### config.mk
export PLATFORM = sky130hd
export DESIGN_NAME = instr_fetch_unit_flat
export DESIGN_NICKNAME = d
export VERILOG_FILES = /design/src/rtl/fetch_pkg.sv /design/src/rtl/instr_fetch_unit_if.sv /design/src/rtl/instr_fetch_unit_return_stack.sv /design/src/rtl/instr_fetch_unit.sv /design/src/flat_wrapper.sv
export SDC_FILE = /design/constraint.sdc
export NUM_CORES = 1
export LEC_CHECK = 0
export CORE_MARGIN = 2
export CORE_UTILIZATION = 53
export CTS_BUF_LIST = sky130_fd_sc_hd__clkbuf_4 sky130_fd_sc_hd__clkbuf_8
export CTS_CLUSTER_DIAMETER = 30
export DETAILED_ROUTE_END_ITERATION = 7
export PLACE_DENSITY = 0.78
export SLEW_MARGIN = 20
export SYNTH_ARGS = -nofsm -noshare
export SYNTH_HDL_FRONTEND = slang
export SYNTH_HIERARCHICAL = 1
export SYNTH_SLANG_ARGS = --single-unit
### constraint.sdc
create_clock -name clk -period 2.8 [get_ports clk]
set_clock_uncertainty 0.05 [all_clocks]
set_input_delay 0.56 -clock clk [delete_from_list [all_inputs] [get_ports clk]]
set_output_delay 0.56 -clock clk [all_outputs]
set_load 0.01 [all_outputs]
### src/rtl/fetch_pkg.sv
// Shared constants and next-PC source encodings for the instruction fetch unit.
package fetch_pkg;

  localparam int DEF_ADDR_W      = 12;
  localparam int DEF_INSTR_W     = 19;
  localparam int DEF_STACK_DEPTH = 8;
  // Relative branches carry a 9-bit two's-complement offset in IR[8:0].
  localparam int OFFSET_W        = 9;

  typedef enum logic [1:0] {
    PC_INC     = 2'b00,
    PC_REL     = 2'b01,
    PC_ABS     = 2'b10,
    PC_INC_ALT = 2'b11
  } pc_sel_e;

endpackage

### src/rtl/instr_fetch_unit_if.sv
// Controller/instruction-memory bus of the fetch unit. The slave modport is the fetch unit.
interface instr_fetch_unit_if
  import fetch_pkg::*;
#(
  parameter int ADDR_W  = DEF_ADDR_W,
  parameter int INSTR_W = DEF_INSTR_W
);

  // There is no valid/ready pair here: every strobe (enablePC, push, pop, RET,
  // ir_load) is a single-cycle request that is always accepted at the next
  // rising edge, and imem_data must be valid combinationally for imem_addr.
  logic                enablePC;
  logic [1:0]          pc_sel;
  logic                push;
  logic                pop;
  logic                RET;
  logic                ir_load;
  logic [ADDR_W-1:0]   imem_addr;
  logic [INSTR_W-1:0]  imem_data;
  logic [INSTR_W-1:0]  allBits;
  logic [ADDR_W-1:0]   pc;
  logic                stack_empty;
  logic                stack_full;
  logic                stack_err;

  modport master (
    output enablePC, pc_sel, push, pop, RET, ir_load, imem_data,
    input  imem_addr, allBits, pc, stack_empty, stack_full, stack_err
  );

  modport slave (
    input  enablePC, pc_sel, push, pop, RET, ir_load, imem_data,
    output imem_addr, allBits, pc, stack_empty, stack_full, stack_err
  );

endinterface

### src/rtl/instr_fetch_unit_return_stack.sv
// Hardware return-address stack; TOS = stack[SP-1].
// FETCH_STACK_GUARD_EN: drop overflowing pushes / underflowing pops and raise sticky err.
module return_stack
  import fetch_pkg::*;
#(
  parameter int ADDR_W = DEF_ADDR_W,
  parameter int DEPTH  = DEF_STACK_DEPTH
) (
  input  logic              clk,
  input  logic              rst_n,
  input  logic              push,
  input  logic              pop,
  input  logic [ADDR_W-1:0] wdata,
  output logic [ADDR_W-1:0] tos,
  output logic              empty,
  output logic              full,
  output logic              err
);

  localparam int IDX_W = $clog2(DEPTH);
  localparam int SP_W  = IDX_W + 1;

  logic [SP_W-1:0]   sp;
  logic [ADDR_W-1:0] mem [DEPTH];
  logic [IDX_W-1:0]  spIdx;
  logic [IDX_W-1:0]  tosIdx;

  // Indexing uses only the low SP bits, so an unguarded stack wraps modulo DEPTH.
  assign spIdx  = sp[IDX_W-1:0];
  assign tosIdx = spIdx - IDX_W'(1);
  assign tos    = mem[tosIdx];
  assign empty  = (sp == '0);
  assign full   = (sp == SP_W'(DEPTH));

`ifdef FETCH_STACK_GUARD_EN
  logic errReg;
  assign err = errReg;

  always_ff @(posedge clk or negedge rst_n) begin
    if (!rst_n) begin
      sp     <= '0;
      errReg <= 1'b0;
      for (int i = 0; i < DEPTH; i++) mem[i] <= '0;
    end else if (push && pop) begin
      if (empty) errReg <= 1'b1;
      else       mem[tosIdx] <= wdata;
    end else if (push) begin
      if (full) begin
        errReg <= 1'b1;
      end else begin
        mem[spIdx] <= wdata;
        sp         <= sp + SP_W'(1);
      end
    end else if (pop) begin
      if (empty) errReg <= 1'b1;
      else       sp <= sp - SP_W'(1);
    end
  end
`else
  assign err = 1'b0;

  always_ff @(posedge clk or negedge rst_n) begin
    if (!rst_n) begin
      sp <= '0;
      for (int i = 0; i < DEPTH; i++) mem[i] <= '0;
    end else if (push && pop) begin
      mem[tosIdx] <= wdata;
    end else if (push) begin
      mem[spIdx] <= wdata;
      sp         <= sp + SP_W'(1);
    end else if (pop) begin
      sp <= sp - SP_W'(1);
    end
  end
`endif

endmodule

### src/rtl/instr_fetch_unit.sv
// Fetch stage: PC, instruction register, next-PC selection and return stack.
// FETCH_STACK_GUARD_EN enables over/underflow protection and the sticky stack_err flag.
module instr_fetch_unit
  import fetch_pkg::*;
#(
  parameter int ADDR_W      = DEF_ADDR_W,
  parameter int INSTR_W     = DEF_INSTR_W,
  parameter int STACK_DEPTH = DEF_STACK_DEPTH
) (
  input logic               clk,
  input logic               rst_n,
  instr_fetch_unit_if.slave bus
);

  logic [ADDR_W-1:0]  pcReg;
  logic [INSTR_W-1:0] irReg;
  logic [ADDR_W-1:0]  pcInc;
  logic [ADDR_W-1:0]  pcRel;
  logic [ADDR_W-1:0]  pcAbs;
  logic [ADDR_W-1:0]  branchOff;
  logic [ADDR_W-1:0]  nextPc;
  logic [ADDR_W-1:0]  tos;
  logic               stackEmpty;
  logic               stackFull;
  logic               stackErr;

  assign pcInc     = pcReg + ADDR_W'(1);
  assign branchOff = {{(ADDR_W-OFFSET_W){irReg[OFFSET_W-1]}}, irReg[OFFSET_W-1:0]};
  assign pcRel     = pcInc + branchOff;
  assign pcAbs     = irReg[ADDR_W-1:0];

  always_comb begin
    nextPc = pcInc;
    case (bus.pc_sel)
      PC_REL:  nextPc = pcRel;
      PC_ABS:  nextPc = pcAbs;
      default: nextPc = pcInc;
    endcase
    if (bus.RET) begin
`ifdef FETCH_STACK_GUARD_EN
      nextPc = stackEmpty ? pcInc : tos;
`else
      nextPc = tos;
`endif
    end
  end

  // IR samples the word at the pre-update PC, regardless of enablePC.
  always_ff @(posedge clk or negedge rst_n) begin
    if (!rst_n) begin
      pcReg <= '0;
      irReg <= '0;
    end else begin
      if (bus.enablePC) pcReg <= nextPc;
      if (bus.ir_load)  irReg <= bus.imem_data;
    end
  end

  return_stack #(
    .ADDR_W (ADDR_W),
    .DEPTH  (STACK_DEPTH)
  ) uStack (
    .clk   (clk),
    .rst_n (rst_n),
    .push  (bus.enablePC & bus.push),
    .pop   (bus.enablePC & bus.pop),
    .wdata (pcInc),
    .tos   (tos),
    .empty (stackEmpty),
    .full  (stackFull),
    .err   (stackErr)
  );

`ifdef FETCH_STACK_GUARD_EN
  // RET on an empty stack is an error even if the controller forgot pop.
  logic retErr;
  always_ff @(posedge clk or negedge rst_n) begin
    if (!rst_n)                                     retErr <= 1'b0;
    else if (bus.enablePC && bus.RET && stackEmpty) retErr <= 1'b1;
  end
  assign bus.stack_err = stackErr | retErr;
`else
  assign bus.stack_err = stackErr;
`endif

  assign bus.imem_addr   = pcReg;
  assign bus.pc          = pcReg;
  assign bus.allBits     = irReg;
  assign bus.stack_empty = stackEmpty;
  assign bus.stack_full  = stackFull;

endmodule

### src/flat_wrapper.sv
// flat-port wrapper written by rule: the top's interface ports become plain ports
module instr_fetch_unit_flat import fetch_pkg::*;
#(
  parameter int ADDR_W      = DEF_ADDR_W,
  parameter int INSTR_W     = DEF_INSTR_W,
  parameter int STACK_DEPTH = DEF_STACK_DEPTH
)
  (clk, rst_n, bus_enablePC, bus_pc_sel, bus_push, bus_pop, bus_RET, bus_ir_load, bus_imem_data, bus_imem_addr, bus_allBits, bus_pc, bus_stack_empty, bus_stack_full, bus_stack_err);
  instr_fetch_unit_if #(.ADDR_W(ADDR_W), .INSTR_W(INSTR_W)) bus_i ();
  input logic clk;
  input logic rst_n;
  input wire logic [$bits(bus_i.enablePC)-1:0] bus_enablePC;
  input wire logic [$bits(bus_i.pc_sel)-1:0] bus_pc_sel;
  input wire logic [$bits(bus_i.push)-1:0] bus_push;
  input wire logic [$bits(bus_i.pop)-1:0] bus_pop;
  input wire logic [$bits(bus_i.RET)-1:0] bus_RET;
  input wire logic [$bits(bus_i.ir_load)-1:0] bus_ir_load;
  input wire logic [$bits(bus_i.imem_data)-1:0] bus_imem_data;
  output wire logic [$bits(bus_i.imem_addr)-1:0] bus_imem_addr;
  output wire logic [$bits(bus_i.allBits)-1:0] bus_allBits;
  output wire logic [$bits(bus_i.pc)-1:0] bus_pc;
  output wire logic [$bits(bus_i.stack_empty)-1:0] bus_stack_empty;
  output wire logic [$bits(bus_i.stack_full)-1:0] bus_stack_full;
  output wire logic [$bits(bus_i.stack_err)-1:0] bus_stack_err;
  assign bus_i.enablePC = bus_enablePC;
  assign bus_i.pc_sel = bus_pc_sel;
  assign bus_i.push = bus_push;
  assign bus_i.pop = bus_pop;
  assign bus_i.RET = bus_RET;
  assign bus_i.ir_load = bus_ir_load;
  assign bus_i.imem_data = bus_imem_data;
  assign bus_imem_addr = bus_i.imem_addr;
  assign bus_allBits = bus_i.allBits;
  assign bus_pc = bus_i.pc;
  assign bus_stack_empty = bus_i.stack_empty;
  assign bus_stack_full = bus_i.stack_full;
  assign bus_stack_err = bus_i.stack_err;
  instr_fetch_unit #(.ADDR_W(ADDR_W), .INSTR_W(INSTR_W), .STACK_DEPTH(STACK_DEPTH)) u_core (.clk(clk), .rst_n(rst_n), .bus(bus_i));
endmodule
==> results of run 1 <==
-- state kept, by name, indices dropped and copies added (netlist names) --
register	flops
u_core/bus.allBits	19
u_core/bus.imem_addr	12
u_core/uStack/sp	4
u_core/uStack/mem	96
-- cells in the mapped netlist (2+ instances only) --
cell         n  area share
buf_4       14       0.015
mux2_4      10       0.021
a2bb2oi_1    2      0.0025
a22oi_1      2      0.0021
nand3b_1     3      0.0032
mux2i_1      3      0.0042
buf_1        2      0.0011
o22ai_1      4      0.0035
and3b_1      2      0.0025
a221oi_1     7      0.0086
o21ai_0     10      0.0070
mux2_2     107        0.17
nand3_1     14      0.0098
clkbuf_1    12      0.0063
nor3b_1      2      0.0021
a221o_1      2      0.0028
nand4_1      2      0.0018
fa_1         2      0.0056
nand2_1     55       0.029
o221ai_1     2      0.0025
a21oi_1     13      0.0091
dfrtp_1    131        0.46
inv_1       11      0.0058
mux4_2      24       0.076
o211ai_1     2      0.0021
and3_1       5      0.0044
xor2_1      11       0.014
buf_6        6      0.0095
o31ai_1      3      0.0032
xnor2_1     13       0.016
nor2_1      18      0.0095
buf_2       10      0.0070
a21o_1       2      0.0021
ha_1        20       0.035
nor3_1       3      0.0021
and2_1       2      0.0018
-- power by group through the flow --
stage          Sequential [mW]  Combinational, mW  Clock (mW)
4_1_cts                   3.20               5.53        1.70
3_5_place_dp              3.21               5.29           0
5_1_grt                   3.30               6.20        1.78
3_3_place_gp              3.13               5.07           0
6_report                  3.22               5.83        1.67
2_1_floorplan             3.10               3.58           0
-- how the worst min path moves through the flow --
stage | from | endpoint | cells past startpoint
finish | rst_n | u_core/bus.imem_addr[0] | 1
global route | rst_n | u_core/bus.imem_addr[1] | 1
CTS | rst_n | u_core/bus.imem_addr[1] | 1
detailed placement | u_core/uStack/mem[45] | u_core/uStack/mem[45] | 1
global placement | u_core/uStack/mem[27] | u_core/uStack/mem[27] | 1
floorplan | rst_n | u_core/bus.allBits[0] | 0
-- worst register-to-register path: cells and delay by family (launching register included) --
kind / cells / cell delay [ns]
AO/OA/AOI/OAI: 5 / 0.83
XOR/XNOR: 2 / 0.37
adder cells (fa/ha/maj): 2 / 0.48
buffers and inverters: 1 / 0.15
flip-flops: 1 / 0.44
multiplexers: 1 / 0.25
-- stage by stage --
stage                     std cells  hold WS [ns]
after floorplan                 562         0.214
after global placement          819         0.432
after detailed placement        819         0.442
after CTS                       856        0.0222
after global routing            859        0.0301
final                           859        0.0271
-- per-layer routing --
metal / vias up / global-route usage / wire length (um)
li1: 2269 / - / -
met1: 2671 / 0.337 / 7530
met2: 207 / 0.431 / 9240
met3: 41 / 0.0661 / 1020
met4: 0 / 0.0956 / 476
met5: - / 0 / 0
-- area by class of cell --
class | count | area [um2] | area share
inverters | 11 | 41.3 | 0.00461
multi-input cells | 376 | 3770 | 0.420
clock buffers | 24 | 324 | 0.0362
clock inverters | 7 | 96.3 | 0.0107
flip-flops and latches | 131 | 3280 | 0.366
well taps | 176 | 220 | 0.0246
repair buffers | 134 | 1230 | 0.137
-- logic make-up (layout without fill, tap and decap cells) --
kind of cell,count (synthesis),count (layout),share of synthesized area
adders and majority gates,22,22,0.0407
and+or+nand+nor,115,115,0.0781
other,1,1,0.000526
DFF,131,131,0.460
xor gates and xnor gates,24,24,0.0295
buffers and inverters,55,176,0.0444
muxes,144,144,0.270
AOI/OAI and AO/OA,70,70,0.0769
-- timing repair --
action	in CTS	in global routing
setup buffers	7	3
pin swaps	12	17
setup endpoints to repair	4	4
gates resized for setup	19	23
-- layout by cell type (no fill, tap or decap), types with 8 or more instances in the layout --
| cell type | Yosys | routed |
|---|---|---|
| dfrtp_1 | 131 | 127 |
| mux2_2 | 107 | 107 |
| clkdlybuf4s50_1 | 0 | 71 |
| buf_4 | 14 | 58 |
| nand2_1 | 55 | 54 |
| mux4_2 | 24 | 24 |
| clkbuf_8 | 0 | 23 |
| nor2_1 | 18 | 15 |
| ha_1 | 20 | 13 |
| nand3_1 | 14 | 11 |
| inv_1 | 11 | 11 |
| a21oi_1 | 13 | 11 |
| mux2_4 | 10 | 10 |
| xnor2_1 | 13 | 8 |
| o21ai_0 | 10 | 8 |
==> flow_metrics.py, run 1 <==
metrics = {
    "status": {
        "outcome": "complete, no violations",
    },
    "setup_path": {
        "worst-path-max-fanout": 3,
        "critical_path_class": "reg2reg",
        "required_ns": 3.06,
        "ff2ff_setup_slack_ns": 0.09,
        "critical_path.top_delay_family": "compound AO/OA/AOI/OAI gates",
        "crit_path_end": "u_core/bus.imem_addr[11]",
        "timing.critical_path.to_type": "flip-flop",
        "timing.critical_path.from_type": "flip-flop",
        "worst_setup_path_startpoint": "u_core/bus.imem_addr[0]",
        "worst_path_largest_cell_delay_ns": 0.44,
        "cp.buffers_inverters": 1,
        "rr_worst_depth": 11,
        "crit_arrival_ns": 2.97,
        "critical_path.cell_chain": "ha_4, buf_4, xor2_2, ha_4, o21ai_2, o21bai_4, o2111ai_4, a311oi_2, xor2_1, mux2i_1, o221ai_2",
        "timing.critical_path.slowest_stage_cell": "dfrtp_2",
        "critical_path.reg2reg.endpoint": "u_core/bus.imem_addr[11]",
        "critical_path.most_common_cell": "ha_4",
        "path_length_in_cells_of_the_critical_path": 11,
        "critical_path.reg2reg.startpoint": "u_core/bus.imem_addr[0]",
    },
    "global_routing": {
        "maximum_number_of_pins_on_one_net_before_global_route_repair": 62,
        "antenna_found_initial": 0,
        "number_of_global_route_vias_before_repair": 5417,
        "global_route.usage.total": 0.262,
        "grt_first_pass_wirelength_um": 28800,
        "gr-total-overflow": 0,
    },
    "timing": {
        "period_needed_ns": 2.71,
        "slew_headroom": 0.562,
        "layout_worst_path_cycle_share": 0.968,
        "timing_max_transition_violations_final": 0,
        "achievable-frequency_mhz": 369,
        "timing.final.setup_violations": 0,
        "setup_tns_ns": 0,
        "final_critical_path_setup_slack_ns": 0.0900,
        "report.final.hold_viol_count": 0,
        "tightestPinTransition_ns": 0.657,
    },
    "pwr": {
        "power.share.sequential": 0.300,
        "combPwrFrac": 0.544,
        "p_int_mw": 6.62,
        "switching_share": 0.383,
        "power.share.clock": 0.156,
        "fin_total_pwr_mw": 10.7,
        "cellPowerDensity_nw_per_um2": 1200,
        "power_switching_mw": 4.11,
        "ir_worst_vdd_v": 0.000574,
        "static-leakage-power_nw": 3.95,
    },
    "job": {
        "max-cap-violations": 0,
    },
    "yosys": {
        "prevailing_post_synth_register_cell": "dfrtp_1",
        "seq_area_frac_synth": 0.460,
        "synthesis.area_um2": 7130,
        "syn-num-nets": 612,
        "synth_enable_flop_cells": 0,
        "postSynthRegisterBits": 131,
        "synthesis.yosys.warnings": 6,
        "synth_cells": 562,
        "synth-async-reset-ratio": 1.00,
        "synthDistinctLibCells": 67,
        "avgSynthCellArea_um2": 12.7,
    },
    "place": {
        "dp_worst_setup_slack_ns": -0.113,
        "gp_congestion": 0.878,
        "placedInstanceArea_um2": 8250,
        "detailed_placement_hpwl_um": 12300,
        "numPortBuffers": 72,
    },
    "floorplan": {
        "die_area_um2": 14400,
        "core.rowCount": 42,
        "chipWidth_um": 120,
        "top_level_ports": 74,
        "floorplan.initialDensity": 0.541,
        "chipHeight_um": 120,
        "core_area_um2": 13200,
    },
    "cts": {
        "clock_transition_at_the_registers_of_the_reported_paths_ns": 0.08,
        "ctsHtreeMaxLevel": 4,
        "cts_tree": "built",
        "cts_buffers": 17,
        "cts_hold_buffers_added": 0,
        "clock_latency_ns": 0.44,
        "cts.root.buffer_cell": "clkbuf_8",
        "cts_sinks": 131,
        "cts.path.max_buffers": 2,
    },
    "route": {
        "antenna_left": 0,
        "finalWirelength_um": 18300,
        "dr.pass1.iters": 7,
        "num_vias": 5188,
        "wl_per_cell_um": 21.3,
        "detailedRoute.firstIterationViolations": 266,
        "viasPerCell": 6.04,
        "post-route-drc-count": 0,
    },
    "cells_and_area": {
        "insertedDiodeCount": 0,
        "area_delta_synth_final_pct": 25.7,
        "final.fill_count": 939,
        "final_core_utilization": 0.679,
        "design.final.nets": 721,
        "final_layout_size_suffix_gt1_frac": 0.413,
        "final_cell_area_um2": 8960,
    },
    "min_path": {
        "hold_path.class": "in2async",
    },
}
Note: power is estimated with default switching activity, not from simulation.
==> run 2, diff against run 1 <==
Settings changed: ABC_AREA set to 1, CORE_UTILIZATION 53 to 54, PLACE_DENSITY 0.78 to 0.79.
==> run 2 against run 1 <==
Utilization decreased by 4.4 points. Via count increased by 41%. Wire length increased by 19%. Non-clock buffer count decreased by 19. Power decreased by 3.0%. Sequential share of layout area decreased by 0.67 points. Combinational power decreased by 3%. Area after synthesis increased by 9.8%. Clock power decreased by 7%. Synthesized cell count increased by 90%. Critical path depth increased by 9.
==> flow_metrics.py, run 2 <==
metrics = {
    "status": {
        "outcome": "complete, no violations",
    },
    "setup_path": {
        "required_ns": 3.11,
        "critical_path_class": "reg2reg",
        "worst_setup_path_startpoint": "u_core/bus.imem_addr[0]",
        "critical_path.reg2reg.startpoint": "u_core/bus.imem_addr[0]",
        "worst-path-max-fanout": 4,
        "crit_arrival_ns": 3.03,
        "timing.critical_path.to_type": "flip-flop",
        "timing.critical_path.from_type": "flip-flop",
    },
    "floorplan": {
        "core_area_um2": 14400,
        "floorplan.initialDensity": 0.545,
        "die_area_um2": 15500,
        "chipWidth_um": 124,
        "chipHeight_um": 124,
        "top_level_ports": 74,
        "core.rowCount": 44,
    },
    "pwr": {
        "combPwrFrac": 0.543,
        "switching_share": 0.474,
        "power_switching_mw": 4.93,
        "power.share.sequential": 0.308,
        "cellPowerDensity_nw_per_um2": 1140,
        "static-leakage-power_nw": 4.77,
        "p_int_mw": 5.47,
        "power.share.clock": 0.149,
        "ir_worst_vdd_v": 0.000552,
    },
    "timing": {
        "tightestPinTransition_ns": 0.666,
        "setup_tns_ns": 0,
        "timing_max_transition_violations_final": 0,
        "achievable-frequency_mhz": 368,
        "timing.final.setup_violations": 0,
        "slew_headroom": 0.556,
        "layout_worst_path_cycle_share": 0.971,
        "period_needed_ns": 2.72,
        "hold_ws_ns": 0.0184,
        "setup_repair_after_global_routing_missed_its_margin": "true",
        "report.final.hold_viol_count": 0,
    },
    "cells_and_area": {
        "insertedDiodeCount": 0,
        "sequential_cell_area_in_the_final_layout_um2": 3280,
        "final_cell_area_um2": 9130,
        "finish.cell_count_without_fillers": 1317,
        "multiInputGateArea_um2": 4010,
        "leading_cell_type_in_the_layout_fill_and_taps_excluded": "nand2_1",
        "final.fill_count": 1256,
        "area_delta_synth_final_pct": 16.7,
        "largest_register_ff_count": 96,
        "layout.cells.most_common_list": "nand2_1, nand3_1, dfrtp_1, clkdlybuf4s50_1, buf_4",
        "final_layout_size_suffix_gt1_frac": 0.128,
        "registers.top_by_ff_count": "u_core/uStack/mem",
        "design.final.nets": 1171,
        "final_core_utilization": 0.636,
    },
    "job": {
        "max-cap-violations": 0,
    },
    "yosys": {
        "cell_type_contributing_the_most_total_cell_area_after_synthesis": "dfrtp_1",
        "synthesis.area_um2": 7830,
        "syn-num-nets": 1115,
        "synth-async-reset-ratio": 1.00,
        "synthDistinctLibCells": 41,
        "postSynthRegisterBits": 131,
        "seq_area_frac_synth": 0.419,
        "synth.most_common_cell": "nand2_1",
        "synthesis.yosys.warnings": 6,
        "netlist.area_leader.share": 0.419,
        "synth_enable_flop_cells": 0,
        "synth_cells": 1065,
        "synth_commonest_cells": "nand2_1, nand3_1, dfrtp_1",
        "netlist_top_cells_area": "dfrtp_1, nand2_1, nand3_1, ha_1, mux2_2",
        "prevailing_post_synth_register_cell": "dfrtp_1",
        "avgSynthCellArea_um2": 7.35,
    },
    "route": {
        "antenna_left": 0,
        "num_vias": 7337,
        "dr.pass1.iters": 7,
        "viasPerCell": 5.57,
        "wl_per_cell_um": 16.5,
        "finalWirelength_um": 21800,
        "post-route-drc-count": 0,
        "detailedRoute.firstIterationViolations": 865,
    },
    "global_routing": {
        "maximum_number_of_pins_on_one_net_before_global_route_repair": 64,
        "gr-total-overflow": 0,
        "global_route.usage.total": 0.285,
        "antenna_found_initial": 0,
        "number_of_global_route_vias_before_repair": 6635,
        "grt_first_pass_wirelength_um": 35200,
    },
    "cts": {
        "cts_tree": "built",
        "ctsHtreeMaxLevel": 4,
        "cts_sinks": 131,
        "cts_hold_buffers_added": 0,
        "clock_latency_ns": 0.46,
        "cts.root.buffer_cell": "clkbuf_8",
        "clock_transition_at_the_registers_of_the_reported_paths_ns": 0.08,
        "cts.path.max_buffers": 2,
        "cts_buffers": 17,
    },
    "min_path": {
        "hold_path.class": "in2async",
    },
    "place": {
        "placedInstanceArea_um2": 8670,
        "detailed_placement_hpwl_um": 14800,
        "placedCellCount": 1283,
        "numPortBuffers": 72,
        "gp_congestion": 0.970,
    },
}
-- run 2: changes by cell type in the layout (fill, tap and decap cells not counted), moves of 8 or more --
cell	change
nand2_1	+425
nand3_1	+141
mux2_2	-89
inv_1	+25
mux4_2	-24
a21oi_1	+17
buf_4	-17
mux2_4	-10
o21ai_0	+10
nor2_1	+9
inv_2	+8
-- run 2: stage by stage --
stage	setup WS [ns]	power (mW)
final	0.0824	10.4
after global routing	-0.198	11.2
after CTS	0.0972	10.2
after detailed placement	0.129	8.61
after global placement	0.223	8.51
after floorplan	0.297	6.89
-- run 2: worst paths after layout --
kind                                            endpoint  slack, ns  depth (start not counted)
worst min-delay path                u_core/uStack/mem[6]       0.02                          1
worst max register to register  u_core/bus.imem_addr[11]       0.08                         20
worst max-delay path            u_core/bus.imem_addr[11]       0.08                         20
min in group clk                   u_core/uStack/mem[49]       0.43                          2
worst min register to register     u_core/uStack/mem[49]       0.43                          2
max in group asynchronous          u_core/bus.allBits[2]       2.01                          2
-- run 2: worst max-delay path, stage by stage, from the launching register on --
cell and delay (ns):
dfrtp_1 0.38, ha_2 0.21, nand2_2 0.08, nor2_4 0.10, inv_2 0.06, nor2_4 0.10, nand3_2 0.08, xor2_1 0.21
inv_1 0.12, ha_4 0.31, nand2_1 0.08, nor2_2 0.16, nand3_2 0.11, nand3_2 0.10, nand3_1 0.07, nand3_1 0.08
nand2_1 0.06, nand2_1 0.07, nand2_1 0.05, nand2_1 0.09, nand2_1 0.05
-- run 2: timing repair --
action / 4_1_cts / 5_1_grt
resized for setup: 0 / 19
setup endpoints to repair: 0 / 9
buffers inserted: 0 / 3
-- run 2: cells by family (layout without fill, tap and decap cells) --
group / Yosys count / in the layout / share of synthesized area
adders and majority gates: 22 / 22 / 0.0371
other: 1 / 1 / 0.000479
buffers and inverters: 123 / 191 / 0.0780
xor gates and xnor gates: 10 / 10 / 0.0112
and+or+nand+nor: 692 / 692 / 0.380
AOI/OAI and AO/OA: 68 / 68 / 0.0487
muxes: 18 / 18 / 0.0259
DFF: 131 / 131 / 0.419
-- run 2: metal layers --
layer | vias up | track usage | wire length [um]
li1 | 3505 | - | -
met1 | 3456 | 0.411 | 9470
met2 | 330 | 0.428 | 9840
met3 | 46 | 0.0623 | 1840
met4 | 0 | 0.0998 | 600
met5 | - | 0 | 0
-- run 2: layout make-up --
type,instances,area share
Multi-Input combinational cell,811,0.439
Sequential cell,131,0.360
Timing Repair Buffer,115,0.117
Clock buffer,19,0.0286
Tap cell,184,0.0252
Inverter,45,0.0188
Clock inverter,12,0.0116
-- run 2: power by group through the flow --
| stage | Sequential, mW | Clock, mW | Combinational, mW |
|---|---|---|---|
| 2_1_floorplan | 3.13 | 0 | 3.76 |
| 3_3_place_gp | 3.18 | 0 | 5.33 |
| 3_5_place_dp | 3.20 | 0 | 5.41 |
| 4_1_cts | 3.17 | 1.57 | 5.44 |
| 5_1_grt | 3.30 | 1.64 | 6.24 |
| 6_report | 3.20 | 1.55 | 5.65 |
==> run 3, diff against run 2 <==
Settings changed: CAP_MARGIN set to 5, HOLD_SLACK_MARGIN set to 0.03.
==> results of run 3 <==
The final DEF is identical to that of run 2; final timing and power are the same.
